==> src/rtl/regfile_write_arbiter.sv <==
// Register-file write-port arbiter.
// Shares one 32x32 register-file write port between NUM_REQ writeback sources.
// Each source uses a valid/ready handshake. The grant is combinational. The
// write port (writeReg/writeData/regWrite) is registered, so it lags the
// transfer by one cycle. Writes aimed at register 0 are accepted but never
// reach the register file; drop_x0 flags them instead.
module regfile_write_arbiter #(
    parameter int NUM_REQ    = 2,
    parameter bit FIXED_PRIO = 1'b0
) (
    input  logic                    clk,
    input  logic                    rst_n,
    input  logic                    hold,
    input  logic [NUM_REQ-1:0]      req_valid,
    input  logic [5*NUM_REQ-1:0]    req_addr,
    input  logic [32*NUM_REQ-1:0]   req_data,
    output logic [NUM_REQ-1:0]      req_ready,
    output logic [4:0]              writeReg,
    output logic [31:0]             writeData,
    output logic                    regWrite,
    output logic                    drop_x0
);
    localparam int            PW   = (NUM_REQ > 1) ? $clog2(NUM_REQ) : 1;
    localparam logic [PW-1:0] LAST = PW'(NUM_REQ - 1);

    logic [PW-1:0] ptr_q, ptr_d;
    logic [PW-1:0] grant_idx;
    logic          grant_vld;
    logic [4:0]    grant_addr;
    logic [31:0]   grant_data;

    logic [4:0]    write_reg_q, write_reg_d;
    logic [31:0]   write_data_q, write_data_d;
    logic          reg_write_q, reg_write_d;
    logic          drop_x0_q, drop_x0_d;

    // Choose the winner: lowest index in fixed mode, otherwise the first valid
    // requester at or after ptr. Both loops run from the far end so the
    // nearest candidate is written last and wins.
    always_comb begin
        int            cand;
        logic [PW-1:0] cand_idx;
        grant_vld = 1'b0;
        grant_idx = '0;
        cand      = 0;
        cand_idx  = '0;
        if (rst_n && !hold) begin
            if (FIXED_PRIO) begin
                for (int i = NUM_REQ - 1; i >= 0; i--) begin
                    if (req_valid[i]) begin
                        grant_vld = 1'b1;
                        grant_idx = PW'(i);
                    end
                end
            end else begin
                for (int k = NUM_REQ - 1; k >= 0; k--) begin
                    cand = int'(ptr_q) + k;
                    if (cand >= NUM_REQ) begin
                        cand = cand - NUM_REQ;
                    end
                    cand_idx = PW'(cand);
                    if (req_valid[cand_idx]) begin
                        grant_vld = 1'b1;
                        grant_idx = cand_idx;
                    end
                end
            end
        end
    end

    // Decode the grant to one-hot ready and steer the winner's address and data.
    always_comb begin
        req_ready  = '0;
        grant_addr = '0;
        grant_data = '0;
        for (int i = 0; i < NUM_REQ; i++) begin
            if (grant_vld && (grant_idx == PW'(i))) begin
                req_ready[i] = 1'b1;
                grant_addr   = req_addr[5*i +: 5];
                grant_data   = req_data[32*i +: 32];
            end
        end
    end

    // Next pointer and write-port contents. Address and data hold their last
    // values when nothing transfers; only the strobes drop.
    always_comb begin
        ptr_d        = ptr_q;
        write_reg_d  = write_reg_q;
        write_data_d = write_data_q;
        reg_write_d  = 1'b0;
        drop_x0_d    = 1'b0;
        if (grant_vld) begin
            if (!FIXED_PRIO) begin
                ptr_d = (grant_idx == LAST) ? '0 : grant_idx + PW'(1);
            end
            write_reg_d  = grant_addr;
            write_data_d = grant_data;
            reg_write_d  = (grant_addr != 5'd0);
            drop_x0_d    = (grant_addr == 5'd0);
        end
    end

    // State registers. Reset cancels any in-flight write immediately.
    always_ff @(posedge clk or negedge rst_n) begin
        if (!rst_n) begin
            ptr_q        <= '0;
            write_reg_q  <= '0;
            write_data_q <= '0;
            reg_write_q  <= 1'b0;
            drop_x0_q    <= 1'b0;
        end else begin
            ptr_q        <= ptr_d;
            write_reg_q  <= write_reg_d;
            write_data_q <= write_data_d;
            reg_write_q  <= reg_write_d;
            drop_x0_q    <= drop_x0_d;
        end
    end

    assign writeReg  = write_reg_q;
    assign writeData = write_data_q;
    assign regWrite  = reg_write_q;
    assign drop_x0   = drop_x0_q;

endmodule

==> config.mk <==
export PLATFORM = sky130hd
export DESIGN_NAME = regfile_write_arbiter
export DESIGN_NICKNAME = d
export VERILOG_FILES = /design/src/rtl/regfile_write_arbiter.sv
export SDC_FILE = /design/constraint.sdc
export NUM_CORES = 1
export LEC_CHECK = 0
export CORE_ASPECT_RATIO = 1.75
export CORE_MARGIN = 2
export CORE_UTILIZATION = 39
export DETAILED_ROUTE_END_ITERATION = 7
export PLACE_DENSITY = 0.91
export RECOVER_POWER = 50
export SETUP_SLACK_MARGIN = 0.2
export SYNTH_ARGS = -nofsm -noshare
export SYNTH_HDL_FRONTEND = slang
export SYNTH_SLANG_ARGS = --single-unit
export TNS_END_PERCENT = 30
==> constraint.sdc <==
create_clock -name clk -period 3.8 [get_ports clk]
set_clock_uncertainty 0.2 [all_clocks]
set_input_delay 1.14 -clock clk [delete_from_list [all_inputs] [get_ports clk]]
set_output_delay 1.14 -clock clk [all_outputs]
set_load 0.01 [all_outputs]
==> results.md <==
- FF+latch count, synth: 40
- Routed Antenna Nets: 0
- Least-Margin Pin Slew: 2.16 ns
- Synth top area share: 52.7%
- Worst relative slew slack: -43.9%
- CP required: 2.46 ns
- FF+latch area: 1000 µm²
- DRC: 0
- Outcome: complete, but fails checks
- Pins Over Slew Limit: 41
- Met3 GRT Util: 3.63%
- CP endpoint kind: output port
- Placed insts: 306
- Hold path depth: 1
- Final HPWL DP: 4230 µm
- Hold EP: ptr_q
- Compound-gate portion of the synthesized area: 35.8%
- Worst path top cell family by delay: buffers and inverters
- Synth cell count leaders: 40 x dfrtp_1, 37 x a221o_1, 33 x a21boi_0
- Synth Net Count: 227
- Reg-to-reg endpoint: writeData[14]
- Placed inst area: 3050 µm²
- Hold Path Class: reg -> reg
- Layout cells sized above 1: 5.34%
- Vias in the first global route: 1838
- Yosys cell types: 19
- Row Count: 33
- Starting density of the core: 40.4%
- Main flop type after synthesis: dfrtp_1
- Sequential area share after synthesis: 52.7%
- Initial antenna violation count: 0
- Cell with the most instances after synthesis: dfrtp_1
- I/O Pins: 120
- Yosys warns: 0
- DIE WIDTH: 56.8 µm
- Synth top area cells: dfrtp_1 53%, a221o_1 19%, a21boi_0 13%, buf_6 4.7%, buf_2 1.6%
- Max Root-Sink Buffers: 2
- Final min period: 3.54 ns
- GPL Wtd Cong: 0.811
- Synth Area in XOR/XNOR: 0%
- Leak pwr: 1.32 nW
- # fillers: 383
- Hold Startpoint: ptr_q
- Most Used Layer, Global Route: met2
- Layout Cells excl Fill: 314
- Peak VDD IR: 0.349 mV
- Critical setup path kind: in -> out
- Core Area: 4710 µm²
- NumNets Final: 340
- Startpoint types: primary input
- Largest net degree at the start of global routing: 41
- Failing checks: capacitance limit, slew limit
- Mapped Area: 1900 µm²
- Clk_lat worst skew: 0.28 ns
- Final Cell Area: 3130 µm²
- # Post-CTS Setup Buffers: 0
- Number of diodes: 0
- RSZ-0062 raised after global routing: no
- F_max: 283 MHz
- Max incr delay on CP: 0.44 ns
- WP buf/inv: 2
- Number of synthesized flops with an enable pin: 0
- # H-tree levels: 2
- Avg WL per Cell: 19.4 µm
- Largest family of logic cells by synthesized area: compound AO/OA/AOI/OAI gates
- Final wirelength: 6080 µm
- Detailed-router iteration count before antenna repair: 4
- Clock tree sinks: 40
- Max FO, Critical Path: 3
- Routed vias/inst: 5.71
- Cells along the critical path: clkdlybuf4s50_1 > nor2b_4 > and3_4 > dlygate4sd2_1
- Die area: 5470 µm²
- Grt total ovfl: 0
- P&R area growth vs syn: 65.0%
- Area taken by multi-input logic gates: 761 µm²
- Ys async rst share: 100%
- First-pass GRT wire length: 9370 µm
- Area leader, netlist: dfrtp_1
- R2R cell count: 4
- All-Layer GR Usage: 22.3%
- Cells after Synth: 148
- Share of synthesized cell area in full adder, half adder and majority cells: 0%
- Mux share of post-synthesis cell area: 0%
- # Max-Cap Violations: 1
- CTS hold repair buffers: 0
- Arrival time worst endpoint: 2.20 ns
- Worst R2R Setup Slack: 2.12 ns
- Final Hold Violating Endpoints: 0
- Clk pin slew, worst setup/hold paths: 0.08 ns
- CP max-delay cell: clkdlybuf4s50_1
- Mean area per synthesized cell: 12.8 µm²
- Via Count: 1793
- Root buf cell: clkbuf_8
- Final Setup Violations: 0
- Power Dens Cells: 402 nW/µm²
- Post-synthesis simple-gate area fraction: 4.02%
- CTS buffer count: 5
- Met1 usage: 26.6%
- Met2 Usage GRT: 40.1%
- DRT iter0 DRCs: 88
- CTS tree: built
- Worst R2R Start: ptr_q
- Port buffer count: 119
- Final Cycle Share: 93.1%
- Chip height: 96.3 µm
[what timing repair did]
item / CTS / global route
endpoints found under the setup margin: 2 / 1
hold endpoints to repair: 0 / 0
resized for setup: 2 / 1
gates cloned: 0 / 0
[kinds of logic (layout without fill, tap and decap cells)]
kind of cell	Yosys count	count (layout)
AOI/OAI and AO/OA	77	77
buffers and inverters	18	132
DFF	40	40
and+or+nand+nor	13	13
[placed cells by master, fill, tap and decap left out, types with 2 or more instances in the layout]
cell	count
nor3_1	2
dlygate4sd3_1	20
nor2_1	2
nand2_1	4
clkbuf_1	4
buf_4	4
a221o_1	37
and3_4	2
dlygate4sd2_1	2
a21boi_0	33
clkdlybuf4s50_1	96
dfrtp_1	40
a21boi_1	4
clkbuf_8	6
[power by group]
part | switching [mW] | internal [mW] | total, mW
Sequential | 0.0363 | 0.502 | 0.538
Clock | 0.142 | 0.148 | 0.290
Combinational | 0.161 | 0.271 | 0.432
Total | 0.339 | 0.921 | 1.26
[registers in the layout, summed over array words and instances, names as in the netlist]
signal     cells
drop_x0        1
regWrite       1
writeData     32
ptr_q          1
writeReg       5
[through the flow]
| step | power [mW] | util [%] | hold WS (ns) | setup slack, ns | setup TNS (ns) |
|---|---|---|---|---|---|
| global route | 1.33 | 66.6 | 0.358 | 0.203 | 0 |
| CTS | 1.29 | 66.6 | 0.322 | 0.245 | 0 |
| global placement | 0.983 | 64.7 | 0.291 | -0.0153 | -0.0153 |
| floorplan | 0.722 | - | 0.263 | 0.775 | 0 |
| detailed placement | 0.995 | 64.7 | 0.301 | -0.0262 | -0.0262 |
| finish | 1.26 | 66.6 | 0.313 | 0.262 | 0 |
[layer usage]
metal  share of wire, %  wire, µm
met5                  0         0
met4                2.6       161
met3                4.3       260
met2                 55      3340
met1                 38      2320
[area by class of cell]
type                            instances  area share (%)
Clock buffer                            8            2.88
Sequential cell                        40            31.9
Tap cell                               52            2.08
Timing Repair Buffer                  124            38.8
Multi-Input combinational cell         90            24.3
[worst register-to-register path: cells and delay by family, from the launching register on]
family	cells	cell delay (ns)
buf+inv	1	0.26
simple gates	2	0.33
flops	1	0.40
compound gates	1	0.37
[worst max path at each step]
stage	from	to	slack, ns	cells past startpoint
after detailed placement	hold	req_ready[1]	-0.03	4
after global placement	hold	req_ready[1]	-0.02	4
final	hold	req_ready[0]	0.26	4
after CTS	hold	req_ready[1]	0.24	4
after global routing	hold	req_ready[0]	0.20	4
after floorplan	rst_n	req_ready[0]	0.77	4
No activity file was read; power rests on OpenSTA's default activity.
